**src/rtl/uart_pkg.sv**
```systemverilog
// Shared definitions for the parametrised UART receiver: parity modes, FSM
// states and the layout of the status bits stored above the data in each FIFO word.
package uart_pkg;

    localparam int PAR_NONE = 0;
    localparam int PAR_EVEN = 1;
    localparam int PAR_ODD  = 2;

    typedef enum logic [2:0] {
        ST_IDLE,
        ST_START,
        ST_DATA,
        ST_PARITY,
        ST_STOP,
        ST_BREAK_WAIT
    } rx_state_e;

    // Offsets above the data field: word = {break, parity_err, framing_err, data}.
    localparam int STAT_FRM_OFS = 0;
    localparam int STAT_PAR_OFS = 1;
    localparam int STAT_BRK_OFS = 2;

endpackage

```
**src/rtl/uart_rx_fifo.sv**
```systemverilog
// Generic synchronous first-word-fall-through FIFO; an extra pointer wrap bit
// distinguishes full from empty. A push while full is accepted only with a pop.
module uart_rx_fifo #(
    parameter int WIDTH = 11,
    parameter int DEPTH = 4
) (
    input  logic             clk,
    input  logic             reset_n,
    input  logic             push_i,
    input  logic [WIDTH-1:0] wdata_i,
    input  logic             pop_i,
    output logic [WIDTH-1:0] rdata_o,
    output logic             full_o,
    output logic             empty_o
);

    localparam int AW = $clog2(DEPTH);

    logic [AW:0]      wr_ptr_q;
    logic [AW:0]      rd_ptr_q;
    logic [WIDTH-1:0] mem_q [DEPTH];

    assign empty_o = (wr_ptr_q == rd_ptr_q);
    assign full_o  = (wr_ptr_q[AW] != rd_ptr_q[AW]) &&
                     (wr_ptr_q[AW-1:0] == rd_ptr_q[AW-1:0]);
    assign rdata_o = mem_q[rd_ptr_q[AW-1:0]];

    always_ff @(posedge clk or negedge reset_n) begin
        if (!reset_n) begin
            wr_ptr_q <= '0;
            rd_ptr_q <= '0;
            for (int i = 0; i < DEPTH; i++) begin
                mem_q[i] <= '0;
            end
        end else begin
            if (push_i && (!full_o || pop_i)) begin
                mem_q[wr_ptr_q[AW-1:0]] <= wdata_i;
                wr_ptr_q                <= wr_ptr_q + (AW+1)'(1);
            end
            if (pop_i && !empty_o) begin
                rd_ptr_q <= rd_ptr_q + (AW+1)'(1);
            end
        end
    end

endmodule

```
**src/rtl/uart_rx_ms.sv**
```systemverilog
// Parametrised UART receiver with 3-sample majority voting, parity/framing/break
// detection and a FWFT output FIFO of per-frame status words.
module uart_rx_ms
    import uart_pkg::*;
#(
    parameter int OVERSAMPLE = 16,
    parameter int DATA_BITS  = 8,
    parameter int PARITY     = 0,
    parameter int STOP_BITS  = 1,
    parameter int FIFO_DEPTH = 4
) (
    input  logic                 clk,
    input  logic                 reset_n,
    input  logic                 tick16,
    input  logic                 rx,
    output logic [DATA_BITS-1:0] data,
    output logic                 parity_error,
    output logic                 framing_error,
    output logic                 break_detect,
    output logic                 valid,
    input  logic                 ready,
    output logic                 busy,
    output logic                 overrun
);

    localparam int M  = OVERSAMPLE / 2;
    localparam int SW = $clog2(OVERSAMPLE);
    localparam int W  = DATA_BITS + 3;
    localparam logic [SW-1:0] SUB_A    = SW'(M - 1);
    localparam logic [SW-1:0] SUB_B    = SW'(M);
    localparam logic [SW-1:0] SUB_C    = SW'(M + 1);
    localparam logic [SW-1:0] SUB_LAST = SW'(OVERSAMPLE - 1);

    rx_state_e            state_q;
    logic [1:0]           sync_q;
    logic [SW-1:0]        sub_q;
    logic [3:0]           bit_idx_q;
    logic                 stop_idx_q;
    logic [DATA_BITS-1:0] shift_q;
    logic                 samp_a_q, samp_b_q;
    logic                 par_bit_q, par_err_q, frm_err_q;
    logic                 push_q;
    logic [W-1:0]         push_word_q;
    logic                 overrun_q;

    logic         rx_s, maj, exp_par;
    logic         fifo_full, fifo_empty, fifo_pop;
    logic [W-1:0] head;

    assign rx_s    = sync_q[1];
    assign maj     = (samp_a_q & samp_b_q) | (samp_a_q & rx_s) | (samp_b_q & rx_s);
    assign exp_par = (^shift_q) ^ (PARITY == PAR_ODD);

    always_ff @(posedge clk or negedge reset_n) begin
        if (!reset_n) begin
            state_q     <= ST_IDLE;
            sync_q      <= 2'b11;
            sub_q       <= '0;
            bit_idx_q   <= '0;
            stop_idx_q  <= 1'b0;
            shift_q     <= '0;
            samp_a_q    <= 1'b1;
            samp_b_q    <= 1'b1;
            par_bit_q   <= 1'b0;
            par_err_q   <= 1'b0;
            frm_err_q   <= 1'b0;
            push_q      <= 1'b0;
            push_word_q <= '0;
        end else begin
            sync_q <= {sync_q[0], rx};
            push_q <= 1'b0;
            if (tick16) begin
                case (state_q)
                    ST_IDLE: begin
                        if (!rx_s) begin
                            state_q <= ST_START;
                            sub_q   <= '0;
                        end
                    end
                    ST_BREAK_WAIT: begin
                        if (rx_s) state_q <= ST_IDLE;
                    end
                    default: begin
                        sub_q <= (sub_q == SUB_LAST) ? '0 : sub_q + SW'(1);
                        if (sub_q == SUB_A) samp_a_q <= rx_s;
                        if (sub_q == SUB_B) samp_b_q <= rx_s;
                        case (state_q)
                            ST_START: begin
                                if (sub_q == SUB_C && maj) begin
                                    state_q <= ST_IDLE;
                                end else if (sub_q == SUB_LAST) begin
                                    state_q    <= ST_DATA;
                                    bit_idx_q  <= '0;
                                    stop_idx_q <= 1'b0;
                                    par_bit_q  <= 1'b0;
                                    par_err_q  <= 1'b0;
                                    frm_err_q  <= 1'b0;
                                end
                            end
                            ST_DATA: begin
                                if (sub_q == SUB_C) shift_q <= {maj, shift_q[DATA_BITS-1:1]};
                                if (sub_q == SUB_LAST) begin
                                    if (bit_idx_q == 4'(DATA_BITS - 1)) begin
                                        bit_idx_q <= '0;
                                        if (PARITY == PAR_NONE) state_q <= ST_STOP;
                                        else                    state_q <= ST_PARITY;
                                    end else begin
                                        bit_idx_q <= bit_idx_q + 4'd1;
                                    end
                                end
                            end
                            ST_PARITY: begin
                                if (sub_q == SUB_C) begin
                                    par_bit_q <= maj;
                                    par_err_q <= maj ^ exp_par;
                                end
                                if (sub_q == SUB_LAST) state_q <= ST_STOP;
                            end
                            ST_STOP: begin
                                if (sub_q == SUB_C) begin
                                    // A break is recognised on the first stop bit and
                                    // ends the frame early; the line is then held off.
                                    if (!stop_idx_q && !maj && shift_q == '0 && !par_bit_q) begin
                                        push_q      <= 1'b1;
                                        push_word_q <= {1'b1, par_err_q, 1'b1, shift_q};
                                        state_q     <= ST_BREAK_WAIT;
                                    end else if (stop_idx_q == 1'(STOP_BITS - 1)) begin
                                        push_q      <= 1'b1;
                                        push_word_q <= {1'b0, par_err_q, frm_err_q | ~maj, shift_q};
                                        state_q     <= ST_IDLE;
                                    end else begin
                                        frm_err_q <= frm_err_q | ~maj;
                                    end
                                end else if (sub_q == SUB_LAST) begin
                                    stop_idx_q <= 1'b1;
                                end
                            end
                            default: ;
                        endcase
                    end
                endcase
            end
        end
    end

    assign fifo_pop = valid & ready;

    always_ff @(posedge clk or negedge reset_n) begin
        if (!reset_n) overrun_q <= 1'b0;
        else          overrun_q <= push_q & fifo_full & ~fifo_pop;
    end

    uart_rx_fifo #(
        .WIDTH(W),
        .DEPTH(FIFO_DEPTH)
    ) u_fifo (
        .clk     (clk),
        .reset_n (reset_n),
        .push_i  (push_q),
        .wdata_i (push_word_q),
        .pop_i   (fifo_pop),
        .rdata_o (head),
        .full_o  (fifo_full),
        .empty_o (fifo_empty)
    );

    assign data          = head[DATA_BITS-1:0];
    assign framing_error = head[DATA_BITS + STAT_FRM_OFS];
    assign parity_error  = head[DATA_BITS + STAT_PAR_OFS];
    assign break_detect  = head[DATA_BITS + STAT_BRK_OFS];
    assign valid         = ~fifo_empty;
    assign busy          = (state_q != ST_IDLE);
    assign overrun       = overrun_q;

endmodule

```
**config.mk**
```make
export PLATFORM = sky130hd
export DESIGN_NAME = uart_rx_ms
export DESIGN_NICKNAME = d
export VERILOG_FILES = /design/src/rtl/uart_pkg.sv /design/src/rtl/uart_rx_fifo.sv /design/src/rtl/uart_rx_ms.sv
export SDC_FILE = /design/constraint.sdc
export NUM_CORES = 1
export LEC_CHECK = 0
export CAP_MARGIN = 10
export CORE_UTILIZATION = 60
export DETAILED_ROUTE_END_ITERATION = 12
export GPL_ROUTABILITY_DRIVEN = 0
export PLACE_DENSITY = 0.79
export SLEW_MARGIN = 40
export SYNTH_ARGS = -nofsm -noshare
export SYNTH_HDL_FRONTEND = slang
export SYNTH_HIERARCHICAL = 1
export SYNTH_SLANG_ARGS = --single-unit
```
**constraint.sdc**
```tcl
create_clock -name clk -period 7.7 [get_ports clk]
set_clock_uncertainty 0.1 [all_clocks]
set_input_delay 1.155 -clock clk [delete_from_list [all_inputs] [get_ports clk]]
set_output_delay 1.155 -clock clk [all_outputs]
set_load 0.1 [all_outputs]
```
==> impl_metrics.json <==
{
  "post_cts.repair.setup_buffers": 0,
  "grt_pass1_wl_microns": 13400,
  "slew_headroom_pct": 53.3,
  "cts_tree": "built",
  "status": "finished, final reports clean",
  "cts_max_level": 3,
  "cts_hold_buf": 0,
  "synth_edf_count": 0,
  "yosysSeqAreaShare_pct": 49.5,
  "wl_microns": 8060,
  "rsz0062_at_grt": "false",
  "hold_class": "flop to flop",
  "cts_sinks": 90,
  "drv_slew": 0,
  "worstMarginPinSlew_ns": 0.701,
  "start_kind": "flop",
  "path_cells": "xor2_2 > or2_2 > nor2_1 > inv_1 > buf_2",
  "io_pins": 19,
  "cts-root-buf": "clkbuf_8",
  "crit_fanout": 14,
  "period_share_pct": 49.8,
  "grt_pass1_vias": 2846,
  "clk_latency_ns": 0.36,
  "die_area_sq_um": 7960,
  "dp.cells": 447,
  "die_w_microns": 89.2,
  "ir_drop_mv": 0.171,
  "wl_per_cell_microns": 17.4,
  "syn2layout_area_growth_pct": 7.65,
  "die_y_microns": 89.2,
  "std_cell_rows": 31,
  "dpl.hpwl_microns": 5610,
  "grt_overflow": 0,
  "synth.avg_cell_area_sq_um": 13.4,
  "first_pass_iters": 4,
  "hold_viol_final": 0,
  "grt_max_degree": 69,
  "synth-async-reset-ratio_pct": 100,
  "crit_path_top_delay_cell": "dfrtp_1",
  "gr-usage-all-layers_pct": 22.8,
  "cp.required_ns": 6.44,
  "core_sq_um": 7290,
  "syn-cell-area_sq_um": 4560,
  "cts_made_buffers": 9,
  "grt_antenna_before_repair": 0,
  "crit_path_end_kind": "primary output",
  "ant_nets": 0,
  "ys.flop_type": "dfrtp_1",
  "num_vias": 2736,
  "start_util_pct": 62.6,
  "fin_cells": 463,
  "antenna_cells": 0,
  "timing.fmax_mhz": 261,
  "synth_cell_types": 60,
  "setup_viol": 0,
  "port_buffers": 18,
  "cts_buffer_depth": 2,
  "fin_nets": 377,
  "tns_ns": 0,
  "fin_crit_ns": 3.83,
  "worstSetupPathType": "flop to primary output",
  "drive_gt1_share_pct": 35.4,
  "fin_util_pct": 67.3,
  "drv_cap": 0,
  "p_leak_uw": 0.00237,
  "drc_errors": 0,
  "cts.reportedPaths.clkPinSlew_ns": 0.09,
  "yosys_warnings": 6,
  "synth_cells": 341,
  "cts_resized": 0,
  "critPathMaxStageDelay_ns": 0.80,
  "initialDrtViolationCount": 127,
  "synthesis.nets": 359,
  "arrival_ns": 2.58,
  "ys_ff_latch": 90,
  "viasPerCell": 5.91,
  "power_density_nw_per_um2": 239
}
-- layer usage --
layer  global-route usage, %  share of wire [%]  up-vias
li1                        -                  -     1287
met1                    27.9                 45     1400
met2                    39.6                 51       35
met4                    10.4                1.9        0
met5                       0                  0        -
met3                    4.06                2.4       14
-- registers in the layout, summed over array words and instances, names as in the netlist --
signal and count:
par_bit_q 1, samp_b_q 1, push_q 1, stop_idx_q 1
frm_err_q 1, push_word_q 11, sync_q 2, state_q 3
u_fifo/wr_ptr_q 3, bit_idx_q 4, shift_q 8, samp_a_q 1
u_fifo/rd_ptr_q 3, u_fifo/mem_q 44, overrun 1, par_err_q 1
sub_q 4
-- critical path: cells and delay by family, from the launching register on --
family                    cells  cell delay, ns
DFF                           1            0.80
xor gates and xnor gates      1            0.61
buffers and inverters         2            0.47
and+or+nand+nor               2            0.32
-- cell usage after synthesis (4+ instances only) --
cell / n / share of area, %
a21oi_1: 4 / 0.44
and2_1: 5 / 0.69
buf_2: 4 / 0.44
buf_6: 7 / 1.7
dfrtp_1: 86 / 47
dfstp_2: 4 / 2.3
ha_1: 13 / 3.6
inv_1: 21 / 1.7
mux2_2: 53 / 13
mux2_4: 8 / 2.6
mux2i_1: 10 / 2.2
mux4_2: 11 / 5.4
nand2_1: 14 / 1.2
nand3_1: 5 / 0.55
nand3b_1: 4 / 0.66
nand4b_1: 5 / 0.96
nor2_1: 5 / 0.41
nor2b_1: 5 / 0.69
nor3_1: 4 / 0.44
o211ai_1: 4 / 0.66
o21ai_0: 10 / 1.1
-- power breakdown --
| part | switching [uW] | internal [uW] |
|---|---|---|
| registers | 78.9 | 507 |
| logic | 166 | 108 |
| clock network | 186 | 126 |
-- worst paths after layout --
check | from | slack, ns | to | cells after the start
min | sync_q[0] | 0.26 | sync_q[1] | 0
min in group asynchronous | reset_n | 0.57 | overrun | 1
max reg2reg | u_fifo/rd_ptr_q[1] | 4.25 | u_fifo/mem_q[3] | 7
max in group asynchronous | reset_n | 6.05 | u_fifo/rd_ptr_q[0] | 2
min reg2reg | sync_q[0] | 0.26 | sync_q[1] | 0
max | u_fifo/rd_ptr_q[1] | 3.87 | valid | 5
-- layout make-up --
type / instances / area, sq um
inverter: 21 / 78.8
sequential: 90 / 2260
clock buffer: 9 / 124
clock inverter: 7 / 67.6
multi-input combinational: 214 / 2110
tap: 99 / 124
timing repair buffer: 23 / 153
fill: 573 / 2380
-- kinds of logic (layout without fill, tap and decap cells) --
group	count (synthesis)	count (layout)	share of synthesized area, %
AOI/OAI and AO/OA	43	43	8.09
buffers and inverters	37	60	4.42
and+or+nand+nor	65	65	8.42
DFF	90	90	49.5
xor gates and xnor gates	9	9	2.22
adders and majority gates	14	14	3.79
muxes	83	83	23.6
-- cell usage in the layout, fill, tap and decap left out, types with 5 or more instances in the layout --
| cell type | synthesis | layout |
|---|---|---|
| nand3_1 | 5 | 5 |
| mux2_4 | 8 | 8 |
| buf_2 | 4 | 14 |
| nand4b_1 | 5 | 5 |
| and2_1 | 5 | 5 |
| nor2_1 | 5 | 5 |
| mux2_2 | 53 | 53 |
| dfrtp_1 | 86 | 85 |
| mux4_2 | 11 | 11 |
| clkbuf_8 | 0 | 9 |
| o21ai_0 | 10 | 10 |
| inv_1 | 21 | 21 |
| mux2i_1 | 10 | 10 |
| nand2_1 | 14 | 14 |
| ha_1 | 13 | 13 |
-- through the flow --
step | power (uW) | worst slack [ns] | hold WS [ns] | instance area [sq um]
after floorplan | 814 | 4.72 | 0.245 | 4560
after global placement | 859 | 3.62 | 0.247 | 4770
after detailed placement | 867 | 4.34 | 0.249 | 4720
after CTS | 1180 | 3.91 | 0.264 | 4910
after global routing | 1240 | 3.77 | 0.265 | 4910
final | 1170 | 3.87 | 0.262 | 4910
(Power assumes the default switching activity.)
